==> src/rtl/perf_ctl_pkg.sv <==
// Shared definitions for the performance-counter control path: command codes,
// sequencer states and the counter slave address map.
package perf_ctl_pkg;

    typedef enum logic [1:0] {
        CMD_GO        = 2'b00,
        CMD_STOP      = 2'b01,
        CMD_CLEAR_ALL = 2'b10,
        CMD_SNAPSHOT  = 2'b11
    } cmd_e;

    typedef enum logic [2:0] {
        IDLE   = 3'd0,
        WR     = 3'd1,
        RD_HI0 = 3'd2,
        RD_LO  = 3'd3,
        RD_HI1 = 3'd4,
        RD_EV  = 3'd5,
        CHK    = 3'd6,
        RSP    = 3'd7
    } state_e;

    localparam logic [2:0] OFF_STOP   = 3'd0;
    localparam logic [2:0] OFF_GO     = 3'd1;
    localparam logic [2:0] OFF_EV     = 3'd2;
    localparam logic [2:0] SEC_STRIDE = 3'd4;

    // Reads share the write offsets: the time LO word sits at STOP, HI at GO.
    localparam logic [2:0] OFF_LO = OFF_STOP;
    localparam logic [2:0] OFF_HI = OFF_GO;

    function automatic logic [2:0] sec_base(input logic sec);
        return sec ? SEC_STRIDE : 3'd0;
    endfunction

endpackage

==> src/rtl/perf_rr_arbiter.sv <==
// Round-robin grant: the requester just after the last grant is most preferred,
// the last-granted one is considered last.
module perf_rr_arbiter #(
    parameter int N_REQ = 2
) (
    input  logic [N_REQ-1:0] req,
    input  logic [1:0]       last,
    output logic [N_REQ-1:0] grant
);

    logic found_s;
    logic hit_s;

    // Walk the ring starting one past the last grant; the first asserted request wins.
    always_comb begin
        grant   = '0;
        found_s = 1'b0;
        hit_s   = 1'b0;
        for (int k = 1; k <= N_REQ; k++) begin
            for (int i = 0; i < N_REQ; i++) begin
                hit_s    = !found_s && req[i] && (i == ((int'(last) + k) % N_REQ));
                grant[i] = grant[i] | hit_s;
                found_s  = found_s | hit_s;
            end
        end
    end

endmodule

==> src/rtl/perf_counter_sequencer.sv <==
// Arbitrates requesters onto the counter slave: single writes for GO/STOP/CLEAR_ALL
// and a coherent HI/LO/HI/EV read sequence (one re-read on carry) for SNAPSHOT.
module perf_counter_sequencer
    import perf_ctl_pkg::*;
#(
    parameter int N_REQ = 2
) (
    input  logic                 clk,
    input  logic                 reset_n,
    input  logic [N_REQ-1:0]     req,
    input  logic [2*N_REQ-1:0]   req_cmd,
    input  logic [N_REQ-1:0]     req_sec,
    output logic [N_REQ-1:0]     ack,
    output logic                 busy,
    output logic                 rsp_valid,
    output logic [1:0]           rsp_id,
    output logic [63:0]          rsp_time,
    output logic [31:0]          rsp_events,
    output logic                 rsp_retried,
    output logic [2:0]           cnt_address,
    output logic                 cnt_write,
    output logic                 cnt_begintransfer,
    output logic [31:0]          cnt_writedata,
    input  logic [31:0]          cnt_readdata
);

    state_e             state_r, state_s;
    logic [1:0]         ptr_r, last_s;
    logic [N_REQ-1:0]   grant_s;
    logic [1:0]         gid_s;
    cmd_e               cmd_sel_s, cmd_r, cmd_n_s;
    logic               sec_sel_s, sec_r, sec_n_s;
    logic [1:0]         id_r;
    logic [31:0]        hi0_r, lo_r, hi1_r;
    logic               retry_r, reread_s;
    logic               busy_r, rsp_valid_r;
    logic [2:0]         addr_s, base_s;
    logic               wr_s, bt_s;
    logic [31:0]        wd_s;

    // ptr_r names the most-preferred requester; the arbiter wants the one before it.
    assign last_s = (ptr_r == 2'd0) ? 2'(N_REQ - 1) : (ptr_r - 2'd1);

    perf_rr_arbiter #(.N_REQ(N_REQ)) u_arb (
        .req   (req),
        .last  (last_s),
        .grant (grant_s)
    );

    assign ack      = ((state_r == IDLE) && reset_n) ? grant_s : '0;
    assign reread_s = !retry_r && (hi1_r != hi0_r);
    assign busy     = busy_r;
    assign rsp_valid = rsp_valid_r;

    // Pick index, command and section of the granted requester.
    always_comb begin
        gid_s     = 2'd0;
        cmd_sel_s = CMD_GO;
        sec_sel_s = 1'b0;
        for (int i = 0; i < N_REQ; i++) begin
            if (grant_s[i]) begin
                gid_s     = 2'(i);
                cmd_sel_s = cmd_e'(req_cmd[2*i +: 2]);
                sec_sel_s = req_sec[i];
            end else begin
                gid_s     = gid_s;
            end
        end
        cmd_n_s = (state_r == IDLE) ? cmd_sel_s : cmd_r;
        sec_n_s = (state_r == IDLE) ? sec_sel_s : sec_r;
    end

    // Next-state logic.
    always_comb begin
        state_s = state_r;
        case (state_r)
            IDLE:    state_s = (|req) ? ((cmd_sel_s == CMD_SNAPSHOT) ? RD_HI0 : WR) : IDLE;
            WR:      state_s = IDLE;
            RD_HI0:  state_s = RD_LO;
            RD_LO:   state_s = RD_HI1;
            RD_HI1:  state_s = RD_EV;
            RD_EV:   state_s = CHK;
            CHK:     state_s = reread_s ? RD_LO : RSP;
            RSP:     state_s = IDLE;
            default: state_s = IDLE;
        endcase
    end

    // Slave bus values for the coming cycle, registered below.
    always_comb begin
        addr_s = 3'd0;
        wr_s   = 1'b0;
        bt_s   = 1'b0;
        wd_s   = 32'd0;
        base_s = sec_base(sec_n_s);
        case (state_s)
            WR: begin
                wr_s = 1'b1;
                bt_s = 1'b1;
                if (cmd_n_s == CMD_CLEAR_ALL) begin
                    addr_s = 3'd0;
                    wd_s   = 32'd1;
                end else if (cmd_n_s == CMD_GO) begin
                    addr_s = base_s + OFF_GO;
                end else begin
                    addr_s = base_s + OFF_STOP;
                end
            end
            RD_HI0, RD_HI1: begin
                bt_s   = 1'b1;
                addr_s = base_s + OFF_HI;
            end
            RD_LO: begin
                bt_s   = 1'b1;
                addr_s = base_s + OFF_LO;
            end
            RD_EV: begin
                bt_s   = 1'b1;
                addr_s = base_s + OFF_EV;
            end
            default: addr_s = 3'd0;
        endcase
    end

    // Control state, round-robin pointer and registered bus/busy outputs.
    always_ff @(posedge clk or negedge reset_n) begin
        if (!reset_n) begin
            state_r           <= IDLE;
            ptr_r             <= 2'd0;
            busy_r            <= 1'b0;
            cnt_address       <= 3'd0;
            cnt_write         <= 1'b0;
            cnt_begintransfer <= 1'b0;
            cnt_writedata     <= 32'd0;
            cmd_r             <= CMD_GO;
            sec_r             <= 1'b0;
            id_r              <= 2'd0;
        end else begin
            state_r           <= state_s;
            busy_r            <= (state_s != IDLE);
            cnt_address       <= addr_s;
            cnt_write         <= wr_s;
            cnt_begintransfer <= bt_s;
            cnt_writedata     <= wd_s;
            if ((state_r == IDLE) && (|req)) begin
                cmd_r <= cmd_sel_s;
                sec_r <= sec_sel_s;
                id_r  <= gid_s;
                ptr_r <= (gid_s == 2'(N_REQ - 1)) ? 2'd0 : (gid_s + 2'd1);
            end else begin
                ptr_r <= ptr_r;
            end
        end
    end

    // Read data lands one cycle after its address; the retry pass keeps HI0.
    always_ff @(posedge clk or negedge reset_n) begin
        if (!reset_n) begin
            hi0_r       <= 32'd0;
            lo_r        <= 32'd0;
            hi1_r       <= 32'd0;
            retry_r     <= 1'b0;
            rsp_valid_r <= 1'b0;
            rsp_time    <= 64'd0;
            rsp_events  <= 32'd0;
            rsp_id      <= 2'd0;
            rsp_retried <= 1'b0;
        end else begin
            rsp_valid_r <= 1'b0;
            case (state_r)
                IDLE:   retry_r <= 1'b0;
                RD_LO:  hi0_r <= retry_r ? hi0_r : cnt_readdata;
                RD_HI1: lo_r  <= cnt_readdata;
                RD_EV:  hi1_r <= cnt_readdata;
                CHK: begin
                    if (reread_s) begin
                        hi0_r   <= hi1_r;
                        retry_r <= 1'b1;
                    end else begin
                        rsp_valid_r <= 1'b1;
                        rsp_time    <= {hi0_r, lo_r};
                        rsp_events  <= cnt_readdata;
                        rsp_id      <= id_r;
                        rsp_retried <= retry_r;
                    end
                end
                default: retry_r <= retry_r;
            endcase
        end
    end

endmodule

==> config.mk <==
export PLATFORM = sky130hd
export DESIGN_NAME = perf_counter_sequencer
export DESIGN_NICKNAME = d
export VERILOG_FILES = /design/src/rtl/perf_ctl_pkg.sv /design/src/rtl/perf_rr_arbiter.sv /design/src/rtl/perf_counter_sequencer.sv
export SDC_FILE = /design/constraint.sdc
export NUM_CORES = 1
export LEC_CHECK = 0
export ABC_CLOCK_PERIOD_IN_PS = 1800
export CAP_MARGIN = 20
export CORE_ASPECT_RATIO = 1.2
export CORE_MARGIN = 8
export CORE_UTILIZATION = 49
export DETAILED_ROUTE_END_ITERATION = 10
export GPL_TIMING_DRIVEN = 1
export MAX_ROUTING_LAYER = met4
export PLACE_DENSITY = 0.77
export SKIP_LAST_GASP = 1
export SLEW_MARGIN = 5
export SYNTH_ARGS = -nofsm -noshare
export SYNTH_HDL_FRONTEND = slang
export SYNTH_SLANG_ARGS = --single-unit
export TNS_END_PERCENT = 50
==> constraint.sdc <==
create_clock -name clk -period 1.8 [get_ports clk]
set_input_delay 0.18 -clock clk [delete_from_list [all_inputs] [get_ports clk]]
set_output_delay 0.18 -clock clk [all_outputs]
set_load 0.01 [all_outputs]
==> tab_implementation.tex <==
\begin{tabular}{lr}
\hline
Metric & Value \\
\hline
\multicolumn{2}{l}{\textbf{Status}} \\
Result of the run & finished with violations \\
Failing checks & setup timing \\
\multicolumn{2}{l}{\textbf{CTS}} \\
Clock transition at the registers of the reported paths & 0.06 ns \\
Number of CTS-inserted buffers & 22 \\
Buffer type at the clock tree root & sky130\_fd\_sc\_hd\_\_clkbuf\_16 \\
Clock tree from TritonCTS & built \\
H-tree depth reported by CTS & 1 \\
Clock insertion delay at the later pin of the skew report & 0.51 ns \\
Sinks on the clock net & 209 \\
Clock buffer depth & 3 \\
\multicolumn{2}{l}{\textbf{Global routing}} \\
Number of antenna violations at the first check in global routing & 0 \\
Global-route wire length before repair & 58,090 µm \\
Pin count of the biggest net entering global routing & 78 \\
Global-route congestion overflow total & 0 \\
Via count of the first global-routing pass & 10,480 \\
Tot GR Track Use & 0.2582 \\
\multicolumn{2}{l}{\textbf{STA}} \\
Final worst path period share & 1.300 \\
Worst-Margin Slew & 0.6261 ns \\
Final Skew & 0.01959 ns \\
Final min period & 2.340 ns \\
RSZ-0062 raised after global routing & true \\
Final slew viol count & 0 \\
Least setup slack across all paths after layout & -0.5398 ns \\
Final Hold Violating Endpoints & 0 \\
Worst slew margin relative to its limit & 0.5826 \\
Count of final setup violators & 136 \\
Top achievable clock speed & 427.4 MHz \\
\multicolumn{2}{l}{\textbf{Yosys}} \\
Main flop type after synthesis & sky130\_fd\_sc\_hd\_\_dfrtp\_1 \\
Syn Inst Count & 1,152 \\
Most numerous cell in the Yosys netlist & sky130\_fd\_sc\_hd\_\_dfrtp\_1 \\
Warnings from Yosys & 0 \\
Post-Synth XOR/XNOR Area & 0.02486 \\
Synth cell types & 47 \\
Post-Syn Area & 0.01127 mm² \\
Top cell types by occurrence after synthesis & sky130\_fd\_sc\_hd\_\_dfrtp\_1, sky130\_fd\_sc\_hd\_\_a21oi\_1, sky130\_fd\_sc\_hd\_\_and3\_1 \\
Post-Synth Simple-Gate Area & 0.2009 \\
Portion of netlist area occupied by mux cells & 0.06392 \\
Top-area cell type share of the netlist area & 0.4639 \\
Cell taking the most area after synthesis & sky130\_fd\_sc\_hd\_\_dfrtp\_1 \\
Synth top area cells & sky130\_fd\_sc\_hd\_\_dfrtp\_1, sky130\_fd\_sc\_hd\_\_o211ai\_1, sky130\_fd\_sc\_hd\_\_mux2\_2 \\
Async set-reset flop share out of synthesis & 1.000 \\
Sequential-to-total area share from yosys stat & 0.4639 \\
Dominant combinational cell family by area after synthesis & simple AND/OR/NAND/NOR gates \\
Post-Synth Adder-Cell Area & 0 \\
Flip-flop and latch count after synthesis & 209 \\
Avg Cell Area, Syn & 9.787 µm² \\
Synth Area in Compound Gates & 0.1717 \\
EDFF count, synth & 0 \\
\multicolumn{2}{l}{\textbf{Routing}} \\
Via-per-instance ratio & 6.571 \\
Drt total wl & 39,570 µm \\
Post-detailed-route count of antenna-violating nets & 0 \\
Number of remaining DRC errors & 0 \\
First-pass iteration count of the detailed router & 5 \\
Via count & 10,900 \\
Average wire per cell in the routed design & 23.85 µm \\
Initial detailed-routing violation count & 1,295 \\
\multicolumn{2}{l}{\textbf{Critical path}} \\
Cell chain of the critical path & xor2\_1 > nor4\_2 > buf\_4 > nand4\_4 > buf\_6 > clkbuf\_16 > o211ai\_1 > nand3\_1 \\
Worst reg2reg path endpoint & rsp\_time[32] \\
R2r worst-path depth & 8 \\
R2r startpoint & hi1\_r[3] \\
Kind of end point of the critical path & flop \\
Crit path kind & flop to flop \\
Startpoint Class & flop \\
Required time of the worst setup path & 2.17 ns \\
Worst Path Max Fanout & 8 \\
Peak per-stage delay on the critical path & 0.42 ns \\
Worst-path cell with the longest stage delay & sky130\_fd\_sc\_hd\_\_dfrtp\_1 \\
Internal reg-to-reg setup slack & -0.54 ns \\
Worst EP arrival & 2.71 ns \\
\multicolumn{2}{l}{\textbf{Floorplan}} \\
Die height & 182.2 µm \\
Placeable Area & 0.02290 mm² \\
Initial cell density of the core & 0.4924 \\
Row Count & 61 \\
Total die area & 0.02814 mm² \\
I/O pin count & 182 \\
Chip Width & 154.5 µm \\
\multicolumn{2}{l}{\textbf{Cells and area}} \\
Share of layout cells above drive strength 1 & 0.2180 \\
N\_diodes & 0 \\
Synthesis-to-layout area growth & 34.66\% \\
Final Net Count & 1,403 \\
\multicolumn{2}{l}{\textbf{Pwr}} \\
Leakage power & 6.060 nW \\
Worst ir drop on vdd & 0.8551 mV \\
Overall power & 21.07 mW \\
Power density relative to cell area & 1388 mW/mm² \\
\multicolumn{2}{l}{\textbf{Placed design}} \\
HPWL after detailed placement & 23,220 µm \\
Routability congestion estimate & 0.8217 \\
IO Port Bufs & 149 \\
Worst setup slack after placement & -0.2190 ns \\
\multicolumn{2}{l}{\textbf{Flow run}} \\
\# Max-Cap Violations & 0 \\
\multicolumn{2}{l}{\textbf{Min path}} \\
Path category of the worst min-delay check & input pin to async pin \\
\hline
\end{tabular}
==> repair_timing <==
item,in CTS,in global routing
pin swaps,17,65
gates resized for setup,18,48
cloned,1,12
setup endpoints to repair,137,151
setup buffers,2,10
hold buffers,1,0
hold endpoints to repair,77,0
==> flip-flops by register name, indices dropped and copies added, names as in the netlist, 3 cells and up <==
| register | flops |
|---|---|
| rsp_time | 64 |
| state_r | 3 |
| hi1_r | 32 |
| lo_r | 32 |
| hi0_r | 32 |
| rsp_events | 32 |
| cnt_address | 3 |
==> placed cells by master, fill, tap and decap left out, types with 7 or more instances in the layout <==
cell type                           n
sky130_fd_sc_hd__a2111oi_0         19
sky130_fd_sc_hd__a2111oi_1          8
sky130_fd_sc_hd__a211oi_1          28
sky130_fd_sc_hd__a21oi_1          102
sky130_fd_sc_hd__and3_1           100
sky130_fd_sc_hd__buf_12            23
sky130_fd_sc_hd__buf_4            114
sky130_fd_sc_hd__buf_6             13
sky130_fd_sc_hd__clkbuf_16         31
sky130_fd_sc_hd__clkdlybuf4s50_1  146
sky130_fd_sc_hd__conb_1            32
sky130_fd_sc_hd__dfrtp_1          208
sky130_fd_sc_hd__mux2_2            64
sky130_fd_sc_hd__nand2_1            7
sky130_fd_sc_hd__nand3_1           98
sky130_fd_sc_hd__nand4_1           97
sky130_fd_sc_hd__nor2_1            71
sky130_fd_sc_hd__o211ai_1          97
sky130_fd_sc_hd__xor2_1            29
==> final cells by class <==
class	count	area, µm²
clock buffers	29	618.1
clock inverters	10	135.1
fillers	1688	7715
inverters	2	8.758
multi-input cells	811	5542
flip-flops and latches	209	5234
well taps	283	354.1
repair buffers	315	3291
==> routing by layer <==
metal | vias to the layer above | GRT usage | part of all wire
met2 | 645 | 0.3985 | 0.48
met1 | 5404 | 0.3375 | 0.40
met5 | - | - | 0
met4 | 0 | 0.09737 | 0.035
met3 | 108 | 0.04236 | 0.090
li1 | 4744 | - | -
==> through the flow <==
stage	TNS [ns]	util	instance area, µm²	cells	hold slack [ns]
3_5_place_dp	-22.22	0.6017	13780	1597	0.2220
3_3_place_gp	-13.33	0.6017	13780	1597	0.2213
4_1_cts	-22.40	0.6399	14650	1640	0.2520
2_1_floorplan	-0.4893	-	11420	1183	-0.1156
5_1_grt	-57.64	0.6631	15180	1659	0.2638
6_report	-55.61	0.6631	15180	1659	0.2352
==> report_power, final <==
| part | internal, mW | switching (mW) | total, mW |
|---|---|---|---|
| combinational | 4.28 | 4.83 | 9.12 |
| clock | 2.85 | 1.93 | 4.78 |
| sequential | 6.06 | 1.11 | 7.17 |
==> worst max-delay path: cells and delay by family (launching register included) <==
| family | cells | cell delay, ns |
|---|---|---|
| AOI/OAI and AO/OA | 1 | 0.24 |
| xor gates and xnor gates | 1 | 0.22 |
| buffers and inverters | 3 | 0.59 |
| DFF | 1 | 0.42 |
| and+or+nand+nor | 3 | 0.74 |
==> worst max path at each step <==
stage                   start  slack [ns]            to  cells after the start
floorplan           hi0_r[17]      -0.006     hi0_r[10]                      6
global placement    hi0_r[22]       -0.15     hi0_r[22]                      8
detailed placement  hi0_r[22]       -0.22      hi0_r[8]                      8
CTS                 hi1_r[23]       -0.23     hi0_r[27]                      6
global route         hi1_r[3]       -0.53  rsp_time[32]                      8
finish               hi1_r[3]       -0.54  rsp_time[32]                      8
==> logic make-up (layout without fill, tap and decap cells) <==
| kind of cell | count (synthesis) | after routing |
|---|---|---|
| AND/OR/NAND/NOR | 396 | 396 |
| AO/OA/AOI/OAI | 287 | 287 |
| flip-flops | 209 | 209 |
| buffers and inverters | 163 | 356 |
| multiplexers | 64 | 64 |
| XOR/XNOR | 32 | 32 |
| other | 1 | 32 |
Power figures use the tool's default switching activity.
